[src/rtl/uart_rx_fifo.sv]
// uart_rx_fifo: receive byte FIFO with show-ahead output, fill count and sticky overflow.
// Define UART_RX_FIFO_THRESH_EN to build the fill-threshold interrupt; otherwise thresh_irq is 0.
module uart_rx_fifo #(
    parameter int DEPTH = 16,
    parameter int AW = $clog2(DEPTH)
) (
    input  logic          clk,
    input  logic          rst,
    input  logic          in_valid,
    input  logic [7:0]    in_data,
    output logic          out_valid,
    output logic [7:0]    out_data,
    input  logic          out_ready,
    output logic [AW:0]   count,
    output logic          overflow,
    input  logic          ovf_clr,
    input  logic [AW:0]   thresh,
    output logic          thresh_irq
);
    logic [7:0] mem [DEPTH];
    logic [AW:0] wr_ptr, rd_ptr;
    logic full, pop, push, drop;
    assign out_valid = wr_ptr != rd_ptr;
    assign full = (wr_ptr[AW-1:0] == rd_ptr[AW-1:0]) && (wr_ptr[AW] != rd_ptr[AW]);
    assign pop = out_valid && out_ready;
    assign push = in_valid && (!full || pop);
    assign drop = in_valid && full && !pop;
    assign count = wr_ptr - rd_ptr;
    assign out_data = mem[rd_ptr[AW-1:0]];
    always_ff @(posedge clk) begin
        if (rst) begin
            wr_ptr <= '0;
            rd_ptr <= '0;
            overflow <= 1'b0;
        end else begin
            if (push) wr_ptr <= wr_ptr + 1'b1;
            if (pop) rd_ptr <= rd_ptr + 1'b1;
            overflow <= drop ? 1'b1 : (ovf_clr ? 1'b0 : overflow);
        end
    end
    always_ff @(posedge clk) begin
        if (push && !rst) mem[wr_ptr[AW-1:0]] <= in_data;
    end
`ifdef UART_RX_FIFO_THRESH_EN
    assign thresh_irq = (thresh != '0) && (count >= thresh);
`else
    logic unused_thresh;
    assign unused_thresh = ^thresh;
    assign thresh_irq = 1'b0;
`endif
endmodule
[config.mk]
export PLATFORM = sky130hd
export DESIGN_NAME = uart_rx_fifo
export DESIGN_NICKNAME = d
export VERILOG_FILES = /design/src/rtl/uart_rx_fifo.sv
export SDC_FILE = /design/constraint.sdc
export NUM_CORES = 1
export LEC_CHECK = 0
export ABC_CLOCK_PERIOD_IN_PS = 3650
export CAP_MARGIN = 20
export CORE_ASPECT_RATIO = 1.2
export CORE_MARGIN = 8
export CORE_UTILIZATION = 60
export DETAILED_ROUTE_END_ITERATION = 6
export GPL_ROUTABILITY_DRIVEN = 1
export PLACE_DENSITY = 0.77
export SLEW_MARGIN = 20
export SYNTH_ARGS = -nofsm -noshare
export SYNTH_HDL_FRONTEND = slang
export SYNTH_SLANG_ARGS = --single-unit
[constraint.sdc]
create_clock -name clk -period 3.65 [get_ports clk]
set_input_delay 0.73 -clock clk [delete_from_list [all_inputs] [get_ports clk]]
set_output_delay 0.73 -clock clk [all_outputs]
set_load 0.1 [all_outputs]
Word level (Yosys, flattened, before mapping)

Memory sizes are Yosys's and may differ from the RTL's. A register that Yosys moved wholly into a read port is not among the register bits.
Cells that the tools add are included.
Widths: inputs -> output; s select.

Word-level logic and storage cells: 27
Bits in writable memories: 128
Memories: 1
Register bits: 11

Equal/unequal tests: 3
Reductions and logical operators: 11
Mux-type cells: 6
Add/sub/neg operators: 3

Memories:

| memory | words | width | rd ports | clocked after Yosys merged registers in | wr ports | line | source |
|---|---|---|---|---|---|---|---|
| mem    | 16    | 8     | 1        | 1                                       | 1        | 20   | `logic [7:0] mem [DEPTH];` |

Operators by type and width:

| operator            | number |
|---|---|
| $add 5x1->5 const B | 2 |
| $mux 4              | 2 |
| $logic_and 1x1->1   | 6 |
| $ne 5x5->1          | 1 |
| $sub 5x5->5         | 1 |
| $eq 4x4->1          | 1 |
| $mux 1              | 4 |
| $logic_not 1->1     | 3 |
| $reduce_bool 2->1   | 1 |
| $logic_or 1x1->1    | 1 |
| $ne 1x1->1          | 1 |

Longest topological paths before layout

Depth after elaboration: 8
Mapped depth: 7

Least setup slack after synthesis

Ideal clock, no wire load.

Path type: register to output
Start: register wr_ptr[0]
End: output count[4]
Buffers on the path: 0
Path slack: 0.069 ns
Cell stages (with the launch flop): 8
Data required time: 2.920 ns
Data arrival time: 2.851 ns
Cell sequence: dfxtp_1 > inv_1 > ha_1 > fa_1 > inv_1 > a21o_1 > a21oi_1 > xnor2_1

Word-level cells in the longest chain between the ends: 1

RTL lines:

| what                   | line | source |
|---|---|---|
| start, declared        | 21   | `logic [AW:0] wr_ptr, rd_ptr;` |
| start signal, assigned | 36   | `if (push) wr_ptr <= wr_ptr + 1'b1;` |
| $sub 5x5->5            | 28   | `assign count = wr_ptr - rd_ptr;` |
| end, declared          | 14   | `output logic [AW:0] count,` |

No other way between the ends.

==> results.cfg <==
[power]
power_density_mw_per_mm2 = 658
p_leak_nw = 2.31
total_power_w = 0.00457
ir_worst_vdd_mv = 0.606

[yosys]
synth-edff-count = 128
ys_seq_area_share_pct = 71.8
synth.distinct_cells = 43
ys_ff_latch = 143
synth_nets = 340
yosysTopAreaCell = edfxtp_1
synth_top_area_share_pct = 66.6
synth_flop_cell = edfxtp_1
synth_common_cells = edfxtp_1, mux4_2, nor2_1, a22oi_1, dfxtp_1
yosysMostFrequentCell = edfxtp_1
postSynthAreaPerCell_um2 = 18.5
synthXorXnorAreaFrac_pct = 1.78
netlist_area_mm2 = 0.00577
ys_warn_count = 0
synth_compound_area_share_pct = 3.93
synthAdderAreaFrac_pct = 2.30
synthSimpleGateAreaFrac_pct = 5.60
yosys-top-cells-area = edfxtp_1, mux4_2, dfxtp_1
synth_mux_area_share_pct = 12.8
synth_top_family_by_area = multiplexers
synthCells = 312
synthArstFlopShare_pct = 0

[placement]
io_buffers = 27
dp.cells = 464
place.gp.congestion = 0.729
dpl.hpwl_mm = 6.95
pre_cts_slack_ps = 684
postPlaceCellArea_mm2 = 0.00632

[cells_and_area]
layout-drive-gt1-share_pct = 27.1
nets = 388
diodes = 0
final_cells = 496
area_growth_pct = 20.4
multi_input_area_mm2 = 0.00153
fill_cells = 554
stdcell_area_mm2 = 0.00694
final-seq-area_mm2 = 0.00415

[clocking]
cts_tree = yes
post-cts-setup-buffer-count = 0
cts_inserted_buffers = 17
holdBufCountCts = 0
cts.sinks = 143
clock_latency_ps = 410
cts_buffer_depth = 2
clockRootBuffer = clkbuf_16
ctsResizeCount = 0
htreeDepth = 4
cts.clk_slew.worst_paths_ps = 60

[floorplan]
die_w_um = 106
die_height_um = 123
io_pins = 34
initial_core_util_pct = 61.3
dieArea_mm2 = 0.0130
core_mm2 = 0.00942
rows = 39

[critical_path]
crit_type = register to primary output
cp-start-kind = register
worstPathRequired_ps = 2920
worstPathArrival_ps = 2270
critPathCaptureType = primary output
cp_max_fo = 32

[timing]
fin_crit_sh_pct = 82.1
fin_ws_ps = 654
fin_worst_skew_ps = 9.27
min_period_ps = 3000
fin_setup_tns_ps = 0
rsz0062_at_grt = no
hold_viol = 0
slew_headroom_pct = 35.1
setup_violations = 0
fmax_ghz = 0.334
worstMarginPinSlew_ps = 970
drv_slew = 0

[route]
wirelength_mm = 11.6
vias = 2985
wl_per_cell_um = 23.4
vias_per_cell = 6.02
drt_iter0_drc = 247
drc_errors = 0
drt_first_pass_iters = 4
drtAntennaViolNets = 0

[global_route]
overflow = 0
antenna_found_initial = 0
grt_pass1_vias = 3220
grt_use_total_pct = 18.9
grt_max_degree = 33
grt_pass1_wl_mm = 17.9

[min_path]
hold_path_class = register to register

[flow_run]
cap_violations = 0

[status]
outcome = completed
==> placed cells by master (no fill, tap or decap), types with 13 or more instances in the layout <==
| cell type | n |
|---|---|
| clkdlybuf4s50_1 | 13 |
| a22oi_1 | 16 |
| nor2_1 | 18 |
| mux4_2 | 32 |
| dfxtp_1 | 14 |
| edfxtp_1 | 128 |
| clkbuf_16 | 17 |
| nand2_1 | 14 |
| buf_4 | 20 |
==> layer usage <==
layer | vias to the layer above | global-route usage, % | wire (µm)
met2 | 113 | 32.8 | 6210
met4 | 0 | 9.43 | 307
met1 | 1508 | 21.6 | 4540
li1 | 1335 | - | -
met5 | - | 0 | 0
met3 | 29 | 4.80 | 568
==> stage by stage <==
stage               hold slack [ps]  utilization (%)
floorplan                       473                -
global placement                514             67.1
detailed placement              528             67.1
CTS                             538             73.7
global route                    567             73.7
finish                          540             73.7
==> critical path, stage by stage (launching register included) <==
cell	delay, ps
dfxtp_2	340
buf_12	250
mux4_2	560
a22oi_1	330
nand2_1	150
buf_12	190
==> cell families after synthesis <==
family,count (synthesis)
other,1
AND/OR/NAND/NOR,60
flip-flops,143
AO/OA/AOI/OAI,32
buffers and inverters,22
multiplexers,34
XOR/XNOR,10
adder cells (fa/ha/maj),10
==> registers in the layout, indices dropped and copies added, names as in the netlist, named ones only <==
name	cells
mem	128
overflow	1
rd_ptr	5
wr_ptr	5
==> path summary, 6_finish.rpt <==
path,start,to,slack [ps],cells past startpoint
hold reg to reg,rd_ptr[3]$_SDFFE_PP0N_,register,540,2
hold / removal,rd_ptr[3]$_SDFFE_PP0N_,register,540,2
setup reg to reg,wr_ptr[2]$_SDFFE_PP0P_,mem[7][3]$_DFFE_PP_,1020,5
setup / recovery,register,out_data[4],650,5
==> cell type report <==
class | count | share of cell area (%)
clock buffer | 19 | 6.23
clock inverter | 13 | 2.72
inverter | 9 | 0.486
multi-input combinational | 147 | 22.0
sequential | 143 | 59.7
tap | 123 | 2.22
timing repair buffer | 42 | 6.63
==> report_power, final <==
| group | internal [W] | switching (W) |
|---|---|---|
| Sequential | 0.00181 | 0.0000170 |
| Combinational | 0.000342 | 0.000611 |
| Clock | 0.00115 | 0.000647 |
| Total | 0.00329 | 0.00128 |
No activity file was read; power rests on OpenSTA's default activity.
